`src/rtl/control_sequencer_if.sv`:
```
// ============================================================================
// Module      : control_sequencer_if
// Description : Decoder <-> sequencer control bundle (strobes in, state/PC out).
// Revision    : 1.0 - initial release
// ============================================================================
`default_nettype none

interface control_sequencer_if #(
    parameter int PC_WIDTH  = 16,
    parameter int CNT_WIDTH = 32
);
    logic                 sm_extra;
    logic                 stop;
    logic                 set_jump;
    logic                 pc_sload;
    logic                 pc_cnt_en;
    logic [PC_WIDTH-1:0]  pc_load_value;
    logic                 resume;
    logic [1:0]           state;
    logic [PC_WIDTH-1:0]  pc;
    logic                 jump;
    logic                 two_cycles_after_jump;
    logic                 halted;
    logic [CNT_WIDTH-1:0] retired_count;

    modport master (
        output sm_extra, stop, set_jump, pc_sload, pc_cnt_en, pc_load_value, resume,
        input  state, pc, jump, two_cycles_after_jump, halted, retired_count
    );

    modport slave (
        input  sm_extra, stop, set_jump, pc_sload, pc_cnt_en, pc_load_value, resume,
        output state, pc, jump, two_cycles_after_jump, halted, retired_count
    );
endinterface

`default_nettype wire

```
`src/rtl/control_sequencer.sv`:
```
// ============================================================================
// Module      : control_sequencer
// Description : FETCH/EXEC1/EXEC2/HALT sequencer owning PC, jump timing and
//               retired-instruction count for the downstream decoder.
// Revision    : 1.0 - initial release
// ============================================================================
`default_nettype none

module control_sequencer #(
    parameter int PC_WIDTH  = 16,
    parameter int CNT_WIDTH = 32
) (
    input  wire logic           clk,
    input  wire logic           reset,
    control_sequencer_if.slave  bus
);
    localparam logic [1:0] c_FETCH = 2'b00;
    localparam logic [1:0] c_EXEC1 = 2'b01;
    localparam logic [1:0] c_EXEC2 = 2'b10;
    localparam logic [1:0] c_HALT  = 2'b11;

    localparam logic [PC_WIDTH-1:0]  c_PC_ONE  = {{(PC_WIDTH-1){1'b0}}, 1'b1};
    localparam logic [CNT_WIDTH-1:0] c_CNT_ONE = {{(CNT_WIDTH-1){1'b0}}, 1'b1};

    logic [1:0]           r_state;
    logic [1:0]           w_state_nxt;
    logic [PC_WIDTH-1:0]  r_pc;
    logic [1:0]           r_jc;
    logic [CNT_WIDTH-1:0] r_retired;
    logic                 w_retire;

    // stop outranks sm_extra; HALT only leaves on resume
    always_comb begin
        w_state_nxt = r_state;
        case (r_state)
            c_FETCH: w_state_nxt = bus.stop ? c_HALT : c_EXEC1;
            c_EXEC1: w_state_nxt = bus.stop ? c_HALT : (bus.sm_extra ? c_EXEC2 : c_FETCH);
            c_EXEC2: w_state_nxt = bus.stop ? c_HALT : c_FETCH;
            default: w_state_nxt = bus.resume ? c_FETCH : c_HALT;
        endcase
    end

    assign w_retire = ((r_state == c_EXEC1) || (r_state == c_EXEC2)) && (w_state_nxt == c_FETCH);

    always_ff @(posedge clk) begin
        if (reset) begin
            r_state   <= c_FETCH;
            r_pc      <= '0;
            r_jc      <= 2'd0;
            r_retired <= '0;
        end else begin
            r_state <= w_state_nxt;

            if (r_state != c_HALT) begin
                if (bus.pc_sload) begin
                    r_pc <= bus.pc_load_value;
                end else if (bus.pc_cnt_en) begin
                    r_pc <= r_pc + c_PC_ONE;
                end
            end

            if (w_retire) begin
                r_retired <= r_retired + c_CNT_ONE;
            end

            // a fresh set_jump restarts the two-cycle window even mid-window
            if (w_state_nxt == c_HALT) begin
                r_jc <= 2'd0;
            end else if (bus.set_jump && (r_state != c_HALT)) begin
                r_jc <= 2'd2;
            end else if (r_jc != 2'd0) begin
                r_jc <= r_jc - 2'd1;
            end
        end
    end

    assign bus.state                 = r_state;
    assign bus.pc                    = r_pc;
    assign bus.jump                  = (r_jc != 2'd0);
    assign bus.two_cycles_after_jump = (r_jc == 2'd1);
    assign bus.halted                = (r_state == c_HALT);
    assign bus.retired_count         = r_retired;

endmodule

`default_nettype wire
```
`src/flat_wrapper.sv`:
```
// flat-port wrapper written by rule: the top's interface ports become plain ports
module control_sequencer_flat 
#(
    parameter int PC_WIDTH  = 16,
    parameter int CNT_WIDTH = 32
)
  (clk, reset, bus_sm_extra, bus_stop, bus_set_jump, bus_pc_sload, bus_pc_cnt_en, bus_pc_load_value, bus_resume, bus_state, bus_pc, bus_jump, bus_two_cycles_after_jump, bus_halted, bus_retired_count);
  control_sequencer_if #(.PC_WIDTH(PC_WIDTH), .CNT_WIDTH(CNT_WIDTH)) bus_i ();
  input  wire logic clk;
  input  wire logic reset;
  input wire logic [$bits(bus_i.sm_extra)-1:0] bus_sm_extra;
  input wire logic [$bits(bus_i.stop)-1:0] bus_stop;
  input wire logic [$bits(bus_i.set_jump)-1:0] bus_set_jump;
  input wire logic [$bits(bus_i.pc_sload)-1:0] bus_pc_sload;
  input wire logic [$bits(bus_i.pc_cnt_en)-1:0] bus_pc_cnt_en;
  input wire logic [$bits(bus_i.pc_load_value)-1:0] bus_pc_load_value;
  input wire logic [$bits(bus_i.resume)-1:0] bus_resume;
  output wire logic [$bits(bus_i.state)-1:0] bus_state;
  output wire logic [$bits(bus_i.pc)-1:0] bus_pc;
  output wire logic [$bits(bus_i.jump)-1:0] bus_jump;
  output wire logic [$bits(bus_i.two_cycles_after_jump)-1:0] bus_two_cycles_after_jump;
  output wire logic [$bits(bus_i.halted)-1:0] bus_halted;
  output wire logic [$bits(bus_i.retired_count)-1:0] bus_retired_count;
  assign bus_i.sm_extra = bus_sm_extra;
  assign bus_i.stop = bus_stop;
  assign bus_i.set_jump = bus_set_jump;
  assign bus_i.pc_sload = bus_pc_sload;
  assign bus_i.pc_cnt_en = bus_pc_cnt_en;
  assign bus_i.pc_load_value = bus_pc_load_value;
  assign bus_i.resume = bus_resume;
  assign bus_state = bus_i.state;
  assign bus_pc = bus_i.pc;
  assign bus_jump = bus_i.jump;
  assign bus_two_cycles_after_jump = bus_i.two_cycles_after_jump;
  assign bus_halted = bus_i.halted;
  assign bus_retired_count = bus_i.retired_count;
  control_sequencer #(.PC_WIDTH(PC_WIDTH), .CNT_WIDTH(CNT_WIDTH)) u_core (.clk(clk), .reset(reset), .bus(bus_i));
endmodule
```
`config.mk`:
```
export PLATFORM = sky130hd
export DESIGN_NAME = control_sequencer_flat
export DESIGN_NICKNAME = d
export VERILOG_FILES = /design/src/rtl/control_sequencer_if.sv /design/src/rtl/control_sequencer.sv /design/src/flat_wrapper.sv
export SDC_FILE = /design/constraint.sdc
export NUM_CORES = 1
export LEC_CHECK = 0
export CORE_MARGIN = 2
export CORE_UTILIZATION = 42
export CTS_CLUSTER_DIAMETER = 120
export CTS_CLUSTER_SIZE = 16
export DETAILED_ROUTE_END_ITERATION = 16
export GPL_TIMING_DRIVEN = 0
export HOLD_SLACK_MARGIN = 0.15
export PLACE_DENSITY = 0.82
export SYNTH_ARGS = -nofsm -noshare
export SYNTH_HDL_FRONTEND = slang
export SYNTH_SLANG_ARGS = --single-unit
```
`constraint.sdc`:
```
create_clock -name clk -period 2.4 [get_ports clk]
set_input_delay 0.48 -clock clk [delete_from_list [all_inputs] [get_ports clk]]
set_output_delay 0.48 -clock clk [all_outputs]
set_load 0.02 [all_outputs]
```
# After elaboration in Yosys (flattened, before gate mapping)
# Cells that the tools add are included.
# W data, S select, Z words.
[classes] add_sub_neg=3 n_eq_ne=6 n_mux=10 n_reduce_logical=11
[ops] op="$add A32 B1 Y32 const B" n=1
[ops] op="$mux W16" n=2
[ops] op="$add A16 B1 Y16 const B" n=1
[ops] op="$mux W2" n=7
[ops] op="$eq A2 B2 Y1 const B" n=3
[ops] op="$pmux W2 S3" n=1
[ops] op="$reduce_bool A2 Y1" n=3
[ops] op="$eq A2 B1 Y1 const B" n=2
[ops] op="$logic_not A2 Y1" n=2
[ops] op="$reduce_or A3 Y1" n=1
[ops] op="$logic_and A1 B1 Y1" n=2
[ops] op="$ne A2 B2 Y1 const B" n=1
[ops] op="$reduce_and A2 Y1" n=1
[ops] op="$reduce_or A2 Y1" n=1
[ops] op="$sub A2 B1 Y2 const B" n=1
[ops] op="$logic_or A1 B1 Y1" n=1
[word_totals] register_bits=52 out_inout_bits=53 word_cells=35

# Depth between registers and ports, before layout
[depth] ltp_word=5 depth_mapped=8 ltp_nobuf=7

# Worst setup path before layout
# No wires, ideal clock.
[synth_path] kind="reg-to-reg" from="register u_core.r_state[0] (netlist: u_core.bus.state[0])" to="register u_core.r_retired[31] (netlist: u_core.bus.retired_count[31])" setup_ns=0.070 t_arrival_ns=2.040 setup_slack_ns=0.290 stages_incl_launch_ff=8 path_buffers=0 synth_period_minus_slack_ns=2.110 cell_sequence="dfxtp_1 inv_1 ha_1 and4_1 and3_1 nand3_2 or4_1 a21oi_1"
[synth_between] elab_chain_len=4
[synth_rtl] element="start: declaration" line="control_sequencer.sv:25" source="logic [1:0] r_state;"
[synth_rtl] element="start signal: assignment" line="control_sequencer.sv:47" source="r_state <= c_FETCH;"
[synth_rtl] element="start signal: assignment" line="control_sequencer.sv:52" source="r_state <= w_state_nxt;"
[synth_rtl] element="$eq A2 B2 Y1 (tied with other cells)" line="control_sequencer.sv:35, control_sequencer.sv:43"
[synth_rtl] element="$pmux W2 S3" line="control_sequencer.sv:35" source="case (r_state)"
[synth_rtl] element="$logic_not A2 Y1" line="control_sequencer.sv:43" source="assign w_retire = ((r_state == c_EXEC1) || (r_state == c_EXEC2)) && (w_state_nxt == c_FETCH);"
[synth_rtl] element="$logic_and A1 B1 Y1 (*)" line="control_sequencer.sv:43"
[synth_rtl] element="end signal: assignment" line="control_sequencer.sv:63" source="r_retired <= r_retired + c_CNT_ONE;"
[synth_rtl] element="end: declaration" line="control_sequencer.sv:29" source="logic [CNT_WIDTH-1:0] r_retired;"
# Mark *: on every way between the ends. The rest lies on a longest branch, timed or not.
# A chain may end at the register's enable or synchronous reset.

# Final worst setup path
# Ends and elaborated chain as after synthesis.

==> impl_metrics.ini <==
[outcome]
outcome = complete, no violations

[timing]
hold_slack_ns = 0.4857
finalClockSkew_ns = 0.007607
final_hold_viol_count = 0
max_freq_mhz = 447.4
min_period_over_period_pct = 93.12
worst_slew_pin_slew_ns = 0.6204
setup_viol = 0
slew-limit-headroom_pct = 58.49
setup_tns_ns = 0
finalMaxSlewViolations = 0
period_minus_slack_ns = 2.235
rsz0062_at_grt = false

[route]
drc = 0
post_drt_wl_per_cell_um = 15.30
wl_met3_um = 473
highest_layer = met4
wl_um = 7591
firstDrtPassIters = 4
drt_iter0_drc = 151
ant_nets = 0
vias_per_cell = 5.667
drt-met1-wl_um = 3404
num_vias = 2811
wl_met2_um = 3603

[yosys]
synth_nets = 368
synthDistinctLibCells = 54
synthFlopType = dfxtp_1
yosysWarnings = 0
ys_seq_area_share_pct = 37.61
synth.most_common_cell = dfxtp_1
synth-edff-count = 0
syn_area_per_cell_um2 = 8.188
synth_commonest_cells = 52 x dfxtp_1, 45 x nor2_1, 22 x nand2_1
syn_inst = 338
yosysTopAreaCellShare_pct = 37.61
synth_top_cells_by_area = dfxtp_1 38%, nor2_1 6.1%, xor2_1 4.1%, xnor2_1 3.5%, nand3_1 3.4%
ys_seq_elements = 52
synth_top_area_cell = dfxtp_1
async_flop_share_pct = 0
synth_area_um2 = 2768

[power]
pwr_density_cell_nw_per_um2 = 563.1
peakVddDrop_mv = 0.3924
p_leak_nw = 1.276
power.total_mw = 2.103

[die]
start_util_pct = 43.59
die_w_um = 85.18
die_h_um = 85.18
rows = 29
design.portCount = 77
core_area_um2 = 6350
die_area_um2 = 7255

[worst_setup_path]
critPathArrivalTime_ns = 2.48
worstPathRequired_ns = 2.64
crit_type = flop to flop
cp_slowest_cell = or4_1
crit_family = simple AND/OR/NAND/NOR gates
cpPeakStageDelay_ns = 0.50
crit_chain = inv_1 -> ha_1 -> and4_1 -> and3_2 -> nand3_2 -> or4_1 -> a21oi_1
critPathMaxFanout = 7
startpoint_type = flop
end_kind = flop
crit_buf_inv = 1

[clocking]
clock_sinks = 52
post_cts_resized = 0
numCtsBuffers = 5
cts_tree = done
cts_root_buf = clkbuf_8
clock_latency_ns = 0.31
clk_pin_slew_worst_paths_ns = 0.09
htreeDepth = 2
cts.path.max_buffers = 2
cts_setup_buffers = 0
cts_hold_buffers = 0

[finish]
utilization_pct = 58.82
drive_gt1_share_pct = 4.296
final_nets = 449
area_delta_synth_final_pct = 34.95
diodes = 0
fillerInstances = 561

[hold_path]
hp-class = flop to flop

[grt]
grt-ovfl-total = 0
grt_pass1_vias = 2726
antenna_found_initial = 0
grt_use_total_pct = 21.47
grt_max_degree = 16
grt_pass1_wl_um = 12830

[job]
drv_cap = 0

[placed_design]
place_congestion = 0.8567
io_buffer_count = 74
post-dp-hpwl_um = 5565
[where the power goes]
part	total (mW)	internal (mW)	switching, mW
clock network	0.704	0.411	0.294
registers	0.946	0.900	0.0459
logic	0.453	0.193	0.259
total	2.10	1.50	0.599
[registers in the layout (all words and copies together), names as in the netlist]
signal and count:
u_core.bus.retired_count 32, u_core.bus.pc 16, u_core.r_jc 2, u_core.bus.state 2
[tightest hold or removal path, cell delays in order, from the launching register on]
cell and delay [ns]:
dfxtp_1 0.34, nand2_1 0.06, a21boi_1 0.05
[worst paths after layout]
kind                                  startpoint  slack [ns]  depth (start not counted)                                   endpoint
setup reg to reg  u_core.bus.state[0]$_SDFF_PP0_        0.17                          7  u_core.bus.retired_count[31]$_SDFFE_PP0P_
hold / removal       u_core.r_jc[0]$_SDFFE_PP0P_        0.49                          2                u_core.r_jc[1]$_SDFFE_PP0P_
hold reg to reg      u_core.r_jc[0]$_SDFFE_PP0P_        0.49                          2                u_core.r_jc[1]$_SDFFE_PP0P_
setup / recovery  u_core.bus.state[0]$_SDFF_PP0_        0.17                          7  u_core.bus.retired_count[31]$_SDFFE_PP0P_
[area by class of cell]
type                            instances  area [um2]  area share (%)
Timing Repair Buffer                   74       740.7           19.83
Clock buffer                            5       68.82           1.843
Clock inverter                          2       60.06           1.608
Tap cell                               77       96.34           2.580
Inverter                                8       30.03          0.8040
Sequential cell                        52        1041           27.87
Buffer                                 16       63.81           1.709
Multi-Input combinational cell        262        1634           43.75
[metrics by stage]
step	worst slack (ns)	instances	cell area [um2]
floorplan	0.2896	338	2768
global placement	-0.02964	489	3605
detailed placement	-0.04588	489	3605
CTS	0.1093	496	3734
global route	0.01902	496	3735
finish	0.1651	496	3735
[kinds of logic after synthesis]
logic type / count (synthesis) / synth area share [%]
AO/OA/AOI/OAI: 65 / 14.83
XOR/XNOR: 24 / 7.595
adder cells (fa/ha/maj): 6 / 2.712
buffers and inverters: 24 / 3.390
flip-flops: 52 / 37.61
multiplexers: 5 / 1.899
AND/OR/NAND/NOR: 162 / 31.96
[cells in the final DEF (no fill, tap or decap), types with 5 or more instances in the layout]
cell and count:
xnor2_1 11, nor2_1 45, o21ai_0 12, nand2_1 22
dfxtp_1 52, or3_1 9, nor4_1 5, clkdlybuf4s50_1 74
ha_1 6, nor3_1 9, nand3_1 19, inv_1 7
clkbuf_8 5, a21oi_1 17, clkbuf_1 12, nand4_1 15
xor2_1 13
[routing by layer]
layer / GRT usage, % / vias up
met5: 0 / -
met4: 6.205 / 0
met3: 4.767 / 14
met2: 36.93 / 109
met1: 26.95 / 1298
li1: - / 1390
Note: power is estimated with default switching activity, not from simulation.
==> variant 1: new RTL, same settings <==
`PC_WIDTH` is set to 16 in 3 places; all go to 32.
--- a/src/rtl/control_sequencer_if.sv
+++ b/src/rtl/control_sequencer_if.sv
@@ -8,3 +8,3 @@
 interface control_sequencer_if #(
-    parameter int PC_WIDTH  = 16,
+    parameter int PC_WIDTH  = 32,
     parameter int CNT_WIDTH = 32
--- a/src/rtl/control_sequencer.sv
+++ b/src/rtl/control_sequencer.sv
@@ -9,3 +9,3 @@
 module control_sequencer #(
-    parameter int PC_WIDTH  = 16,
+    parameter int PC_WIDTH  = 32,
     parameter int CNT_WIDTH = 32
--- a/src/flat_wrapper.sv
+++ b/src/flat_wrapper.sv
@@ -3,3 +3,3 @@
 #(
-    parameter int PC_WIDTH  = 16,
+    parameter int PC_WIDTH  = 32,
     parameter int CNT_WIDTH = 32
Interface: changed (resized bus_pc and bus_pc_load_value); port bits go from 77 to 109. No check against the original RTL was run, so the function may have changed too.
==> variant 1 against the original RTL <==
Global-route usage up 4.6 points. Cell area up 44%. Critical path type is now in -> reg. Routed wire length up 73%. Combinational power up 54%. Clock skew up 0.0032 ns. Maximum frequency down 3.3%. Total power up 42%. Synthesized area up 40%. Largest cell class unchanged. Sequential cell count up 16. Setup slack worse by 0.077 ns. First-iteration DRC count up 130%.
==> variant 1: results (changes against the original RTL) <==
[run_status]
status=complete, no violations  ; unchanged

[yosys]
synth_cells=494  ; was 338
synthTopCellsByArea=dfxtp_1, a21oi_1, nor2_1  ; was dfxtp_1, nor2_1, xor2_1
synth_fa_ha_area_share_pct=1.94  ; was 2.71%
synth_xor_xnor_area_share_pct=4.75  ; was 7.59%
ys_types=56  ; was 54
synth_nets=540  ; was 368
synth.ff_latch_count=68  ; was 52
synth_seq_area_share_pct=35.2  ; was 37.6%
synth_common_cells=dfxtp_1, nor2_1, nand2_1  ; unchanged
synthMuxAreaShare_pct=1.58  ; was 1.90%
synth_compound_area_share_pct=22.6  ; was 14.8%

[finish]
inverters=12  ; was 8
fill_cells=823  ; was 561
clk_share_pct=3.81  ; was 3.45%
register_area_um2=1360  ; was 1040 um2
multi_input_cells=390  ; was 262
fin_nets=665  ; was 449
bufAreaShareNonClock_pct=22.6  ; was 21.5%
multi_input_area_um2=2410  ; was 1630 um2
antenna_cells=0  ; unchanged
drive_gt1_share_pct=6.73  ; was 4.30%
n_all_buffers=138  ; was 90
seq_share_pct=25.3  ; was 27.9%
finalNonFillerCells=735  ; was 496

[floorplan]
die_x_um=100  ; was 85.2 um

[power]
cellLeakagePower_nw=1.86  ; was 1.28 nW
p_sw_mw=1.00  ; was 0.599 mW
ir_drop_mv=0.265  ; was 0.392 mV
p_sw_share_pct=33.5  ; was 28.5%
p_comb_share_pct=23.4  ; was 21.5%
seq-power_mw=1.28  ; was 0.946 mW

[worst_setup_path]
critical-path-slowest-cell=clkdlybuf4s50_1  ; was or4_1
crit_fanout=8  ; was 7
max_stage_delay_ns=0.59  ; was 0.50 ns
arrival_ns=2.59  ; was 2.48 ns

[placed_design]
io_buffers=107  ; was 74
place.gp.congestion=0.930  ; was 0.857
post-place-ws_ns=-0.344  ; was -0.0459 ns
place_inst=712  ; was 489
dpl.hpwl_um=9520  ; was 5560 um
placed_cell_area_um2=5080  ; was 3600 um2

[detailed_routing]
route.detailed.wl_per_inst_um=17.9  ; was 15.3 um
via_count=4509  ; was 2,811
first_pass_iters=5  ; was 4

[sta]
worst_pin_slew_ns=0.780  ; was 0.620 ns
relSlewSlack_pct=47.8  ; was 58.5%
skew_ns=0.0108  ; was 0.00761 ns

[cts]
cts_setup_buffers=3  ; was 0
ctsResizeCount=4  ; was 0
cts_buffers=9  ; was 5
cts.clk_slew.worst_paths_ns=0.09  ; about the same
htreeDepth=3  ; was 2

[global_route]
grt_pass1_wl_um=20900  ; was 12,800 um
grt_pass1_vias=4260  ; was 2,726
grt_max_degree=15  ; was 16
grt_use_total_pct=26.1  ; was 21.5%

-- variant 1: cell count changes in the layout (fill, tap and decap cells not counted), moves of 7 or more --
cell             change
nor2_1               +8
and3_1               +7
clkbuf_1             +7
o21ai_0             +21
nand2_1             +20
clkdlybuf4s50_1     +33
dfxtp_1             +16
nand3_1             +15
a21oi_1             +24
buf_4                +7
-- variant 1: worst paths after layout --
kind,from,end,slack (ns),depth (start not counted)
worst min register to register,u_core.r_jc[0],u_core.r_jc[1],0.49,2
worst max register to register,u_core.bus.pc[11],u_core.bus.pc[30],0.11,5
worst max-delay path,bus_pc_cnt_en,u_core.bus.pc[30],0.09,5
worst min-delay path,u_core.r_jc[0],u_core.r_jc[1],0.49,2
-- variant 1: per-layer routing --
metal / vias up / routed length, um / global-route usage [%] / part of all wire [%]
met4: 0 / 480 / 11.9 / 3.7
met5: - / 0 / 0 / 0
met1: 2127 / 5680 / 34.7 / 43
li1: 2100 / - / - / -
met3: 46 / 1060 / 5.29 / 8.1
met2: 236 / 5920 / 40.8 / 45
==> variant 2: new RTL, same settings <==
Without the edit above. Reset style: asynchronous (`reset`), changed in one clocked block.
--- a/src/rtl/control_sequencer.sv
+++ b/src/rtl/control_sequencer.sv
@@ -44,3 +44,3 @@
 
-    always_ff @(posedge clk) begin
+    always_ff @(posedge clk or posedge reset) begin
         if (reset) begin
Behaviour: differs if reset is asserted again (counterexample within 4 cycles, from zero or initial values and one cycle with reset high); with reset held inactive, the same outputs for 10 cycles.
==> variant 2 against the original RTL <==
Via count down 13%. Synthesized area up 0.90%. Cell area up 1.5%. Sequential cell count unchanged. Highest routed layer unchanged. Setup slack better by 0.080 ns. Routed wire length down 12%.
Power is not compared: it rests on default switching activity, and its combinational part moved more than twofold at a synthesized area within 25%.
==> variant 2: results (changes against the original RTL) <==
[yosys]
ys_types=47  ; was 54
async_reset_ff_share_pct=100  ; was 0%
synth_fa_ha_area_share_pct=3.58  ; was 2.71%
synth_nets=317  ; was 368
synth_seq_area_share_pct=46.6  ; was 37.6%
synth_common_cells=dfrtp_1, xnor2_1, nand2_1  ; was dfxtp_1, nor2_1, nand2_1
synthTopCellsByArea=dfrtp_1, xnor2_1, ha_1  ; was dfxtp_1, nor2_1, xor2_1
synthMuxAreaShare_pct=1.84  ; was 1.90%

[worst_setup_path]
crit_fanout=7  ; unchanged
path_delay_family=buffers and inverters  ; was simple AND/OR/NAND/NOR gates
critical-path-slowest-cell=clkdlybuf4s50_1  ; was or4_1
max_stage_delay_ns=0.65  ; was 0.50 ns

[sta]
skew_ns=0.00867  ; was 0.00761 ns
relSlewSlack_pct=66.7  ; was 58.5%

[placed_design]
io_buffers=76  ; was 74
place.gp.congestion=0.812  ; was 0.857
dpl.hpwl_um=4980  ; was 5560 um

[hold_path]
hold_path.class=in -> async  ; was reg -> reg

[detailed_routing]
initialDrtViolationCount=117  ; was 151
totalWireLength_um=6710  ; was 7590 um

[cts]
cts_setup_buffers=0  ; unchanged

[finish]
fin_nets=401  ; was 449
fill_cells=575  ; was 561

[global_route]
grt_pass1_wl_um=11300  ; was 12,800 um
grt_use_total_pct=19.2  ; was 21.5%
grt_max_degree=34  ; was 16

[power]
p_int_mw=2.16

[run_status]
status=complete, no violations  ; unchanged

[variant 2: cell types whose count changed after synthesis, moves of 4 or more]
cell,before,now
and3_1,5,11
inv_1,7,13
clkbuf_1,12,5
xnor2_1,11,25
nor2_1,45,18
a31oi_1,4,0
xor2_1,13,7
o21ai_1,4,0
dfrtp_1,0,52
or3_1,9,2
a31o_2,0,4
dfxtp_1,52,0
[variant 2: area by class of cell]
type	count	area share, %
Multi-Input combinational cell	208	36.6
Sequential cell	52	34.3
Timing Repair Buffer	77	20.6
Tap cell	77	2.54
Clock buffer	6	2.18
Buffer	12	1.45
Inverter	13	1.29
Clock inverter	2	1.02
[variant 2: worst paths after layout]
check / startpoint / end / slack (ns)
worst max-delay path: u_core.bus.state[1] / bus_halted / 0.25
worst min-delay path: reset / u_core.bus.pc[4] / 0.49
worst max register to register: u_core.bus.state[1] / u_core.bus.retired_count[31] / 0.25
worst min register to register: u_core.bus.retired_count[31] / u_core.bus.retired_count[31] / 0.50
max in group asynchronous: reset / u_core.bus.retired_count[4] / 1.39
min in group clk: u_core.bus.retired_count[31] / u_core.bus.retired_count[31] / 0.50
[variant 2: per-layer routing]
metal	global-route usage [%]	wire (um)	vias to the layer above
li1	-	-	1176
met1	24.5	2920	1170
met2	32.2	3230	88
met3	5.29	481	8
met4	4.76	76	0
met5	0	0	-
[variant 2: worst register-to-register path: stages, from the launching register on]
cell,delay (ns)
dfrtp_1,0.42
inv_1,0.08
ha_1,0.24
o31ai_1,0.36
o2111a_2,0.28
nor3b_2,0.20
buf_4,0.20
nand4_1,0.13
xnor2_1,0.15
[variant 2: kinds of logic after synthesis]
group | count (synthesis)
muxes | 5
buffers and inverters | 25
DFF | 52
xor gates and xnor gates | 32
and+or+nand+nor | 113
AOI/OAI and AO/OA | 50
adders and majority gates | 8
[variant 2: power by group through the flow]
stage               sequential [mW]  clock (mW)  combinational (mW)
floorplan                      1.54           0               0.778
global placement               1.34           0                1.60
detailed placement             1.35           0                1.65
CTS                            1.34       0.653                1.66
global route                   1.38       0.702                1.80
finish                         1.34       0.644                1.65
[variant 2: through the flow]
step                      worst slack [ns]  area [um2]  hold slack [ns]  utilization [%]  std cells
after global routing                0.0563        3790            0.526             59.4        447
final                                0.245        3790            0.488             59.4        447
after CTS                            0.217        3790            0.494             59.4        447
after floorplan                      0.368        2790            0.544                -        285
after detailed placement             0.179        3670            0.466             57.5        439
after global placement              -0.347        3650            0.476             57.2        438
